--- config.mk ---
export PLATFORM = sky130hd
export DESIGN_NAME = sync_demod_flat
export DESIGN_NICKNAME = d
export VERILOG_FILES = /design/src/rtl/sync_demod_if.sv /design/src/rtl/sync_demod.sv /design/src/flat_wrapper.sv
export SDC_FILE = /design/constraint.sdc
export NUM_CORES = 1
export LEC_CHECK = 0
export BUFFER_PORTS_ARGS = -buffer_cell sky130_fd_sc_hd__buf_2
export CAP_MARGIN = 25
export CORE_MARGIN = 2
export CORE_UTILIZATION = 27
export DETAILED_ROUTE_END_ITERATION = 6
export RECOVER_POWER = 25
export SYNTH_ARGS = -nofsm -noshare
export SYNTH_HDL_FRONTEND = slang
export SYNTH_SLANG_ARGS = --single-unit
export TNS_END_PERCENT = 100
--- constraint.sdc ---
create_clock -name clk -period 5.7 [get_ports clk]
set_input_delay 0.57 -clock clk [delete_from_list [all_inputs] [get_ports clk]]
set_output_delay 0.57 -clock clk [all_outputs]
set_load 0.05 [all_outputs]
--- src/rtl/sync_demod_if.sv ---
// Sample stream in and I/Q result stream out of the synchronous demodulator.
// The slave modport is the demodulator's view; master is the source/consumer.
interface sync_demod_if #(
    parameter int DW    = 12,
    parameter int ACC_W = 24
);
    logic                    in_valid;
    logic signed [DW-1:0]    in_data;
    logic                    out_valid;
    logic                    out_ready;
    logic signed [ACC_W-1:0] out_i;
    logic signed [ACC_W-1:0] out_q;
    logic                    out_sat;

    modport master (
        output in_valid, in_data, out_ready,
        input  out_valid, out_i, out_q, out_sat
    );

    modport slave (
        input  in_valid, in_data, out_ready,
        output out_valid, out_i, out_q, out_sat
    );
endinterface

--- src/rtl/sync_demod.sv ---
// Lock-in demodulator: square-wave I/Q mixing of sampled mixer output,
// saturating integration over dump_len LO periods, single-entry result register.
//
// state  | meaning
// IDLE   | phase, period counter and accumulators held at 0
// RUN    | accepting samples, integrating, dumping on the final period wrap
module sync_demod #(
    parameter int DW      = 12,
    parameter int PHASE_W = 16,
    parameter int ACC_W   = 24
) (
    input  logic               clk,
    input  logic               rst,
    input  logic               enable,
    input  logic [PHASE_W-1:0] lo_step,
    input  logic [7:0]         dump_len,
    output logic               lo_out,
    output logic               ovf,
    sync_demod_if.slave        bus
);
    typedef enum logic {S_IDLE, S_RUN} state_t;

    localparam logic [ACC_W-1:0] ACC_MAX = {1'b0, {(ACC_W-1){1'b1}}};
    localparam logic [ACC_W-1:0] ACC_MIN = {1'b1, {(ACC_W-1){1'b0}}};

    state_t r_state, w_state_next;

    logic [PHASE_W-1:0] r_phase;
    logic [PHASE_W-1:0] r_step;
    logic [7:0]         r_len;
    logic [7:0]         r_cnt;
    logic [ACC_W-1:0]   r_acc_i;
    logic [ACC_W-1:0]   r_acc_q;
    logic               r_sat;

    logic               r_out_valid;
    logic [ACC_W-1:0]   r_out_i;
    logic [ACC_W-1:0]   r_out_q;
    logic               r_out_sat;
    logic               r_ovf;

    logic               w_start;
    logic               w_hold;
    logic               w_accept;
    logic               w_sign_i_pos;
    logic               w_sign_q_pos;
    logic [ACC_W:0]     w_sample;
    logic [ACC_W:0]     w_sum_i;
    logic [ACC_W:0]     w_sum_q;
    logic               w_ovp_i, w_ovn_i, w_ovp_q, w_ovn_q;
    logic [ACC_W-1:0]   w_new_i;
    logic [ACC_W-1:0]   w_new_q;
    logic               w_sat_new;
    logic [PHASE_W:0]   w_phase_sum;
    logic               w_wrap;
    logic [7:0]         w_cnt_inc;
    logic               w_dump;
    logic               w_load;

    // State register
    always_ff @(posedge clk or posedge rst) begin
        if (rst) r_state <= S_IDLE;
        else     r_state <= w_state_next;
    end

    // Next-state: enable alone decides between IDLE and RUN
    always_comb begin
        w_state_next = r_state;
        case (r_state)
            S_IDLE:  if (enable)  w_state_next = S_RUN;
            S_RUN:   if (!enable) w_state_next = S_IDLE;
            default: w_state_next = S_IDLE;
        endcase
    end

    assign w_start  = (r_state == S_IDLE) && enable;
    // Datapath is cleared in IDLE and on the edge that leaves RUN
    assign w_hold   = (r_state == S_IDLE) || !enable;
    assign w_accept = !w_hold && bus.in_valid;

    // Square-wave references from the two phase MSBs; I leads Q by a quarter period
    assign w_sign_i_pos = ~(r_phase[PHASE_W-1] ^ r_phase[PHASE_W-2]);
    assign w_sign_q_pos = ~r_phase[PHASE_W-1];

    // One guard bit above the accumulator makes overflow visible for clipping
    assign w_sample = {{(ACC_W+1-DW){bus.in_data[DW-1]}}, bus.in_data};
    assign w_sum_i  = w_sign_i_pos ? ({r_acc_i[ACC_W-1], r_acc_i} + w_sample)
                                   : ({r_acc_i[ACC_W-1], r_acc_i} - w_sample);
    assign w_sum_q  = w_sign_q_pos ? ({r_acc_q[ACC_W-1], r_acc_q} + w_sample)
                                   : ({r_acc_q[ACC_W-1], r_acc_q} - w_sample);

    assign w_ovp_i = ~w_sum_i[ACC_W] &  w_sum_i[ACC_W-1];
    assign w_ovn_i =  w_sum_i[ACC_W] & ~w_sum_i[ACC_W-1];
    assign w_ovp_q = ~w_sum_q[ACC_W] &  w_sum_q[ACC_W-1];
    assign w_ovn_q =  w_sum_q[ACC_W] & ~w_sum_q[ACC_W-1];

    assign w_new_i = w_ovp_i ? ACC_MAX : (w_ovn_i ? ACC_MIN : w_sum_i[ACC_W-1:0]);
    assign w_new_q = w_ovp_q ? ACC_MAX : (w_ovn_q ? ACC_MIN : w_sum_q[ACC_W-1:0]);
    assign w_sat_new = r_sat | w_ovp_i | w_ovn_i | w_ovp_q | w_ovn_q;

    // Carry out of the phase add marks the end of an LO period
    assign w_phase_sum = {1'b0, r_phase} + {1'b0, r_step};
    assign w_wrap      = w_phase_sum[PHASE_W];
    assign w_cnt_inc   = r_cnt + 8'd1;
    // r_len is never 0, so r_cnt stays below 255 and the increment cannot roll
    assign w_dump      = w_accept && w_wrap && (w_cnt_inc == r_len);
    assign w_load      = w_dump && (!r_out_valid || bus.out_ready);

    // Phase, period count and integration state
    always_ff @(posedge clk or posedge rst) begin
        if (rst) begin
            r_phase <= '0;
            r_step  <= '0;
            r_len   <= '0;
            r_cnt   <= '0;
            r_acc_i <= '0;
            r_acc_q <= '0;
            r_sat   <= 1'b0;
        end else if (w_hold) begin
            r_phase <= '0;
            r_cnt   <= '0;
            r_acc_i <= '0;
            r_acc_q <= '0;
            r_sat   <= 1'b0;
            if (w_start) begin
                r_step <= lo_step;
                r_len  <= (dump_len == 8'd0) ? 8'd1 : dump_len;
            end
        end else if (bus.in_valid) begin
            r_phase <= w_phase_sum[PHASE_W-1:0];
            if (w_dump) begin
                r_cnt   <= '0;
                r_acc_i <= '0;
                r_acc_q <= '0;
                r_sat   <= 1'b0;
            end else begin
                r_cnt   <= w_wrap ? w_cnt_inc : r_cnt;
                r_acc_i <= w_new_i;
                r_acc_q <= w_new_q;
                r_sat   <= w_sat_new;
            end
        end
    end

    // Output register: load on dump when free or draining, otherwise keep old result
    always_ff @(posedge clk or posedge rst) begin
        if (rst) begin
            r_out_valid <= 1'b0;
            r_out_i     <= '0;
            r_out_q     <= '0;
            r_out_sat   <= 1'b0;
        end else if (w_load) begin
            r_out_valid <= 1'b1;
            r_out_i     <= w_new_i;
            r_out_q     <= w_new_q;
            r_out_sat   <= w_sat_new;
        end else if (r_out_valid && bus.out_ready) begin
            r_out_valid <= 1'b0;
        end
    end

    // Sticky drop flag, cleared only when a new run starts
    always_ff @(posedge clk or posedge rst) begin
        if (rst)                                     r_ovf <= 1'b0;
        else if (w_start)                            r_ovf <= 1'b0;
        else if (w_dump && r_out_valid && !bus.out_ready) r_ovf <= 1'b1;
    end

    assign bus.out_valid = r_out_valid;
    assign bus.out_i     = r_out_i;
    assign bus.out_q     = r_out_q;
    assign bus.out_sat   = r_out_sat;
    assign ovf           = r_ovf;
    assign lo_out        = w_sign_i_pos;
endmodule

--- src/flat_wrapper.sv ---
// flat-port wrapper written by rule: the top's interface ports become plain ports
module sync_demod_flat 
#(
    parameter int DW      = 12,
    parameter int PHASE_W = 16,
    parameter int ACC_W   = 24
)
  (clk, rst, enable, lo_step, dump_len, lo_out, ovf, bus_in_valid, bus_in_data, bus_out_ready, bus_out_valid, bus_out_i, bus_out_q, bus_out_sat);
  sync_demod_if #(.DW(DW), .ACC_W(ACC_W)) bus_i ();
  input  logic clk;
  input  logic rst;
  input  logic enable;
  input  logic [PHASE_W-1:0] lo_step;
  input  logic [7:0] dump_len;
  output logic lo_out;
  output logic ovf;
  input wire logic [$bits(bus_i.in_valid)-1:0] bus_in_valid;
  input wire logic [$bits(bus_i.in_data)-1:0] bus_in_data;
  input wire logic [$bits(bus_i.out_ready)-1:0] bus_out_ready;
  output wire logic [$bits(bus_i.out_valid)-1:0] bus_out_valid;
  output wire logic [$bits(bus_i.out_i)-1:0] bus_out_i;
  output wire logic [$bits(bus_i.out_q)-1:0] bus_out_q;
  output wire logic [$bits(bus_i.out_sat)-1:0] bus_out_sat;
  assign bus_i.in_valid = bus_in_valid;
  assign bus_i.in_data = bus_in_data;
  assign bus_i.out_ready = bus_out_ready;
  assign bus_out_valid = bus_i.out_valid;
  assign bus_out_i = bus_i.out_i;
  assign bus_out_q = bus_i.out_q;
  assign bus_out_sat = bus_i.out_sat;
  sync_demod #(.DW(DW), .PHASE_W(PHASE_W), .ACC_W(ACC_W)) u_core (.clk(clk), .rst(rst), .enable(enable), .lo_step(lo_step), .dump_len(dump_len), .lo_out(lo_out), .ovf(ovf), .bus(bus_i));
endmodule
==> run metrics, run 1 <==
status=finished with violations; failing checks=max-capacitance violations, max-slew violations; CP max-delay cell=nand2_1; wirelength, routed=26800 microns; crit path cell chain=buf_2 -> nor3_1 -> nand2_1 -> or2_2 -> nor2_1 -> o21a_1 -> nor2_1 -> ha_1 -> nand2_1 -> a211oi_1 -> o21ai_0 -> o21ai_1 -> o21ai_0 -> xnor2_1 -> nand2_1 -> a21oi_1 -> mux2_2; worst-case reg-to-reg path depth=13; Yosys cell types=69; fin crit share=81.9%; Avg WL per Cell=16.4 microns; number of vias per cell=5.05; slowest stage delay, CP=0.58 ns; Final Net Count=1269; Worst Hold Endpoint=u_core.r_state; Final WS setup=1.03 ns; hold-critical path depth=1; Post-Syn Area=9850 sq um; critical path data required time=6.09 ns; register clock-pin slew on the reported worst setup and hold paths=0.08 ns; Skew-Pair Late Insertion Delay=0.45 ns; Critical Path AT=5.06 ns; Worst Path Max Fanout=19; leakage power=5.35 nW; most used flip-flop cell after synthesis=dfrtp_1; largest net degree at the start of global routing=70; sequential element share of the synthesized area=37.9%; drt drc=0; vias in the first global route=8316; Die Wd=195 microns; Mapped Avg Cell Area=9.14 sq um; Pint=2.16 mW; setup repair bufs after CTS=0; first-pass GRT wire length=44000 microns; Post-DP HPWL=19600 microns; Top Usage Layer GRT=met2; synthesized net count=1187; Area Overhead vs Synth=16.1%; CTS buffer count=17; antenna violations before repair=3; Final Max Tran Viols=112; Post-CTS Hold Buffers=0; met3 GRT Util=3.71%; P_sw=1.20 mW; I/O Buffers=92; VDD IR max=0.220 mV; clk sinks=149; die area=38000 sq um; Clock Path Buffers=2; max cap viols=2; layout cells sized above 1=16.6%; grt ovf=0; endpoints failing setup=0; Via Count=8267; synthesis-stage register bit count=149; Core Rows=69; M2 GR Usage=23.7%; CP endpoint kind=flop; I/O pin count=93; reg2reg start=u_core.r_phase[15]; Root Driver=clkbuf_16; DR pass1 iterations=5; unrepaired setup endpoints after global routing=no; Worst Setup Start Kind=input port; YS warnings=0; async set or reset register ratio after synthesis=100%; share of total power in combinational logic=31.1%; post-route ant nets=0; Clock power frac=34.4%; Post-Synthesis Cells=1077; CTS tree=yes; number of gates resized after CTS=0; Worst Max-Slew Pin Slew=3.25 ns; Die Span Y=195 microns; FMAX=0.214 GHz; GRT Util Overall=14.6%; Reg power frac=34.6%; Reg2Reg Setup Slack=1.16 ns; Hold Fails Final Rpt=0; Pwr Density=295 nW/um^2; DR iter-0 viols=509; Final Skew=0.0165 ns; Worst slew margin=-118%; Initial Util=27.5%; Core ar.=35700 sq um; met1 GRT Util=18.8%; Placer Congestion=0.895; CTS H-tree depth=4; hold_sp=enable; pre-CTS setup slack=0.400 ns; sw frac=35.7%; Setup CP Type=input port to flop; Worst Hold Class=input port to flop; min Tclk post-route=4.67 ns; Post-synth EDFFs=0; Setup TNS=0 ns; worst reg2reg endpoint=u_core.bus.out_q[4]; cell repeated most along the worst path=nand2_1
-- power by group through the flow --
stage | sequential, mW | clock [mW] | combinational [mW]
after floorplan | 1.18 | 0 | 0.789
after global placement | 1.18 | 0 | 1.02
after detailed placement | 1.18 | 0 | 1.04
after CTS | 1.16 | 1.19 | 1.05
after global routing | 1.17 | 1.23 | 1.17
final | 1.16 | 1.16 | 1.05
-- layer usage --
metal  share of wire (%)  vias up
li1                    -     4055
met1                  46     4001
met2                  47      182
met3                 5.6       29
met4                 1.8        0
met5                   0        -
-- Yosys cell counts, types with 3 or more instances --
master,n,area share [%]
nor4_1,4,0.25
o21bai_1,3,0.23
a41o_1,5,0.51
nand2b_1,15,0.95
o21ai_0,114,5.8
a21boi_0,7,0.53
nor3_1,13,0.66
nand3_1,17,0.86
buf_2,5,0.25
o22ai_1,3,0.19
nor2_1,83,3.2
and2_1,6,0.38
a21oi_1,105,5.3
mux2i_1,15,1.5
clkbuf_1,34,1.3
a211oi_1,7,0.53
buf_1,5,0.19
a211o_1,3,0.27
dfrtp_1,149,38
or3_1,10,0.64
ha_1,66,8.4
o31ai_1,4,0.31
a41oi_1,3,0.27
and3_1,10,0.64
inv_1,22,0.84
o211ai_1,5,0.38
a32o_1,3,0.31
nor2b_1,10,0.64
o2111ai_1,6,0.53
o21a_1,19,1.4
a21o_1,25,1.9
nand2_1,111,4.2
xor2_1,25,2.2
fa_1,3,0.61
o21ai_1,6,0.31
xnor2_1,56,5.0
a31oi_1,4,0.25
a22o_1,17,1.5
mux2_2,40,4.6
-- cell families (layout without fill, tap and decap cells) --
family / Yosys count / in the layout / synth area share [%]
AO/OA/AOI/OAI: 357 / 357 / 22.4
AND/OR/NAND/NOR: 293 / 293 / 13.6
flip-flops: 149 / 149 / 37.9
XOR/XNOR: 84 / 84 / 8.04
adder cells (fa/ha/maj): 70 / 70 / 9.10
buffers and inverters: 69 / 164 / 2.83
multiplexers: 55 / 55 / 6.10
other: 0 / 3 / 0
-- worst max-delay path, delay by kind of cell --
family	cells	cell delay (ns)
buffers and inverters	1	0.14
xor gates and xnor gates	1	0.39
muxes	1	0.19
adders and majority gates	1	0.39
and+or+nand+nor	7	1.82
AOI/OAI and AO/OA	6	1.56
-- worst max-delay path by stage --
stage	to	depth (start not counted)	startpoint	slack, ns
5_1_grt	u_core.bus.out_q[3]	17	bus_in_data[2]	0.49
6_report	u_core.bus.out_q[4]	17	bus_in_data[2]	1.03
4_1_cts	u_core.bus.out_q[17]	17	bus_in_data[2]	0.89
2_1_floorplan	u_core.bus.out_i[0]	1	rst	1.12
3_3_place_gp	u_core.bus.out_q[21]	17	bus_in_data[2]	0.63
3_5_place_dp	u_core.bus.out_q[17]	17	bus_in_data[2]	0.40
-- stage by stage --
step	instances	power, mW	utilization [%]	hold WS (ns)	cell area (sq um)
after floorplan	1077	1.96	-	0.450	9850
final	1636	3.37	32.0	0.287	11400
after global placement	1600	2.21	30.3	0.456	10800
after detailed placement	1600	2.23	30.3	0.465	10800
after global routing	1635	3.58	32.0	0.288	11400
after CTS	1632	3.40	32.0	0.254	11400
-- area by class of cell --
cell class              instances  area [sq um]
diodes                          3          7.51
clock buffers                  17           425
clock inverters                15           158
fillers                      3776         24300
inverters                      23          90.1
multi-input cells             859          5850
flip-flops and latches        149          3730
well taps                     461           577
repair buffers                109           596
-- cell usage in the layout (no fill, tap or decap), types with 17 or more instances in the layout --
cell type | netlist | layout
dfrtp_1 | 149 | 149
o21ai_0 | 114 | 114
nand2_1 | 111 | 111
a21oi_1 | 105 | 105
buf_2 | 5 | 91
nor2_1 | 83 | 81
ha_1 | 66 | 66
xnor2_1 | 56 | 56
mux2_2 | 40 | 40
a21o_1 | 25 | 25
xor2_1 | 25 | 25
inv_1 | 22 | 21
o21a_1 | 19 | 19
nand3_1 | 17 | 17
a22o_1 | 17 | 17
clkbuf_16 | 0 | 17
-- sequential cells by signal (all words and copies together) (netlist names) --
register	count
u_core.r_cnt	8
u_core.r_len	8
u_core.r_acc_q	24
u_core.r_step	16
u_core.bus.out_i	24
u_core.bus.out_q	24
u_core.r_sat	1
u_core.bus.out_valid	1
u_core.r_state	1
u_core.r_phase	16
u_core.bus.out_sat	1
u_core.ovf	1
u_core.r_acc_i	24
No activity file was read; power rests on OpenSTA's default activity.
==> run 2: changes to the inputs <==
clock period = 4.8 ns   (was 5.7 ns; I/O delays follow)
==> run metrics, run 2 (same netlist as run 1, synthesis figures left out) <==
number of gates resized after CTS=0 (unchanged); Worst Hold Class=input port to flop; wirelength, routed=27200 microns (+1.6%); Post-DP HPWL=20300 microns (+3.6%); Final Skew=0.0107 ns (-0.00580 ns); Pwr Density=352 nW/um^2 (+19%); layout cells sized above 1=17.7% (+1.1 points); Final Net Count=1281 (+0.95%); post-route insts no fill=1647 (+0.67%); commonest non-fill, non-tap cell in the layout=dfrtp_1; Final Max Tran Viols=68 (-39%); endpoints failing setup=0 (unchanged); largest net degree at the start of global routing=68 (-2.9%); unrepaired setup endpoints after global routing=no; DR WL met3=1540 microns (+2.3%); I/O Buffers=92 (unchanged); fin crit share=90.4%; Worst Setup Start Kind=input port; status=finished with violations; leakage power=5.43 nW (+1.6%); CTS tree=yes; Worst slew margin=-115% (+3.0 points); Skew-Pair Late Insertion Delay=0.44 ns (about the same); Placer Congestion=0.905 (+1.2%); setup repair bufs after CTS=0 (unchanged); failing checks=max-capacitance violations, max-slew violations; GRT Util Overall=14.8% (+0.28 points); DR pass1 iterations=7 (+2); met2 WL post-DR=12900 microns (+2.9%); Via Count=8241 (-0.31%); Root Driver=clkbuf_16; max cap viols=1 (-1); Avg WL per Cell=16.5 microns (+0.92%); grt ovf=0 (unchanged); post-route ant nets=0 (unchanged); Critical Path AT=4.68 ns (-0.38 ns); Clock Path Buffers=2 (unchanged); Die Span Y=195 microns (unchanged); critical path data required time=5.14 ns (-0.95 ns); top routing layer used=met4; number of vias per cell=5.00 (-0.98%); Hold Fails Final Rpt=0 (unchanged); total design power=4.06 mW (+21%); VDD IR max=0.269 mV (+22%); I/O pin count=93 (unchanged); Reg2Reg Setup Slack=0.51 ns (-0.65 ns); Core ar.=35700 sq um (unchanged); placed cells=1613 (+0.81%); antenna violations before repair=1 (-2); vias in the first global route=8300 (-0.19%); Setup CP Type=input port to flop; min Tclk post-route=4.34 ns; FMAX=0.230 GHz; die area=38000 sq um (unchanged); Post-CTS Hold Buffers=0 (unchanged); Core Rows=69 (unchanged); CTS H-tree depth=4 (unchanged); most frequent cells in the layout=dfrtp_1 (149), o21ai_0 (114), nand2_1 (111); first-pass GRT wire length=44900 microns (+1.9%); register clock-pin slew on the reported worst setup and hold paths=0.06 ns (-0.02 ns); wire length on met1=12500 microns (+1.9%); CTS buffer count=17 (unchanged); DR iter-0 viols=447 (-12%); Worst Path Max Fanout=17 (-2); Die Wd=195 microns (unchanged); Area Overhead vs Synth=17.3%; Setup TNS=0 ns (unchanged); CP endpoint kind=flop; drt drc=0 (unchanged); clk sinks=149 (unchanged); Worst Max-Slew Pin Slew=3.20 ns (-0.0446 ns); Initial Util=27.5% (unchanged)
## run 2: cell count changes in the layout (fill, tap and decap cells not counted), moves of 2 or more
cell	previous run	this run
inv_8	4	0
clkbuf_8	0	3
buf_4	12	26
clkbuf_1	4	2
## run 2: final timing paths
path | from | endpoint | depth (start not counted)
setup reg to reg | u_core.r_phase[15] | u_core.bus.out_i[12] | 15
hold / removal | enable | u_core.r_state | 1
setup / recovery | bus_in_data[2] | u_core.bus.out_i[12] | 18
hold reg to reg | u_core.bus.out_i[2] | u_core.bus.out_i[2] | 2
min in group asynchronous | rst | u_core.r_step[10] | 2
max in group asynchronous | rst | u_core.r_step[9] | 3
## run 2: layout make-up
type,instances,area (sq um)
inverters,23,90.1
fillers,3812,24200
well taps,461,577
diodes,2,5.00
multi-input cells,859,5860
clock inverters,12,140
clock buffers,20,467
flip-flops and latches,149,3730
repair buffers,121,683
## run 2: power by group
group,switching [mW],internal (mW)
combinational,0.751,0.520
clock,0.592,0.817
sequential,0.0549,1.33
total,1.40,2.67
## run 2: critical path, cell delays in order
cell,delay (ns)
buf_2,0.13
nor3_1,0.29
nand2_1,0.12
or2_2,0.33
nor2_1,0.26
nor3_1,0.17
a21oi_1,0.23
ha_1,0.32
nand3_1,0.16
nor3_1,0.24
nand2_1,0.12
o2111ai_1,0.44
a2111oi_2,0.14
or3_4,0.44
nor3b_4,0.21
buf_4,0.27
a31oi_1,0.09
o31ai_1,0.22
## run 2: layer usage
metal  vias up  track usage, %
li1       4070               -
met1      4006            19.5
met2       146            24.5
met3        19            3.77
met4         0            3.51
met5         -               0
## run 2: metrics by stage
step / utilization (%) / hold WS, ns / instance area, sq um / setup WS, ns
after floorplan: - / 0.450 / 9850 / 0.312
after global placement: 30.6 / 0.457 / 10900 / 0.0171
after detailed placement: 30.6 / 0.465 / 10900 / -0.0237
after CTS: 32.3 / 0.171 / 11500 / 0.179
after global routing: 32.3 / 0.205 / 11500 / 0.00940
final: 32.3 / 0.217 / 11500 / 0.459
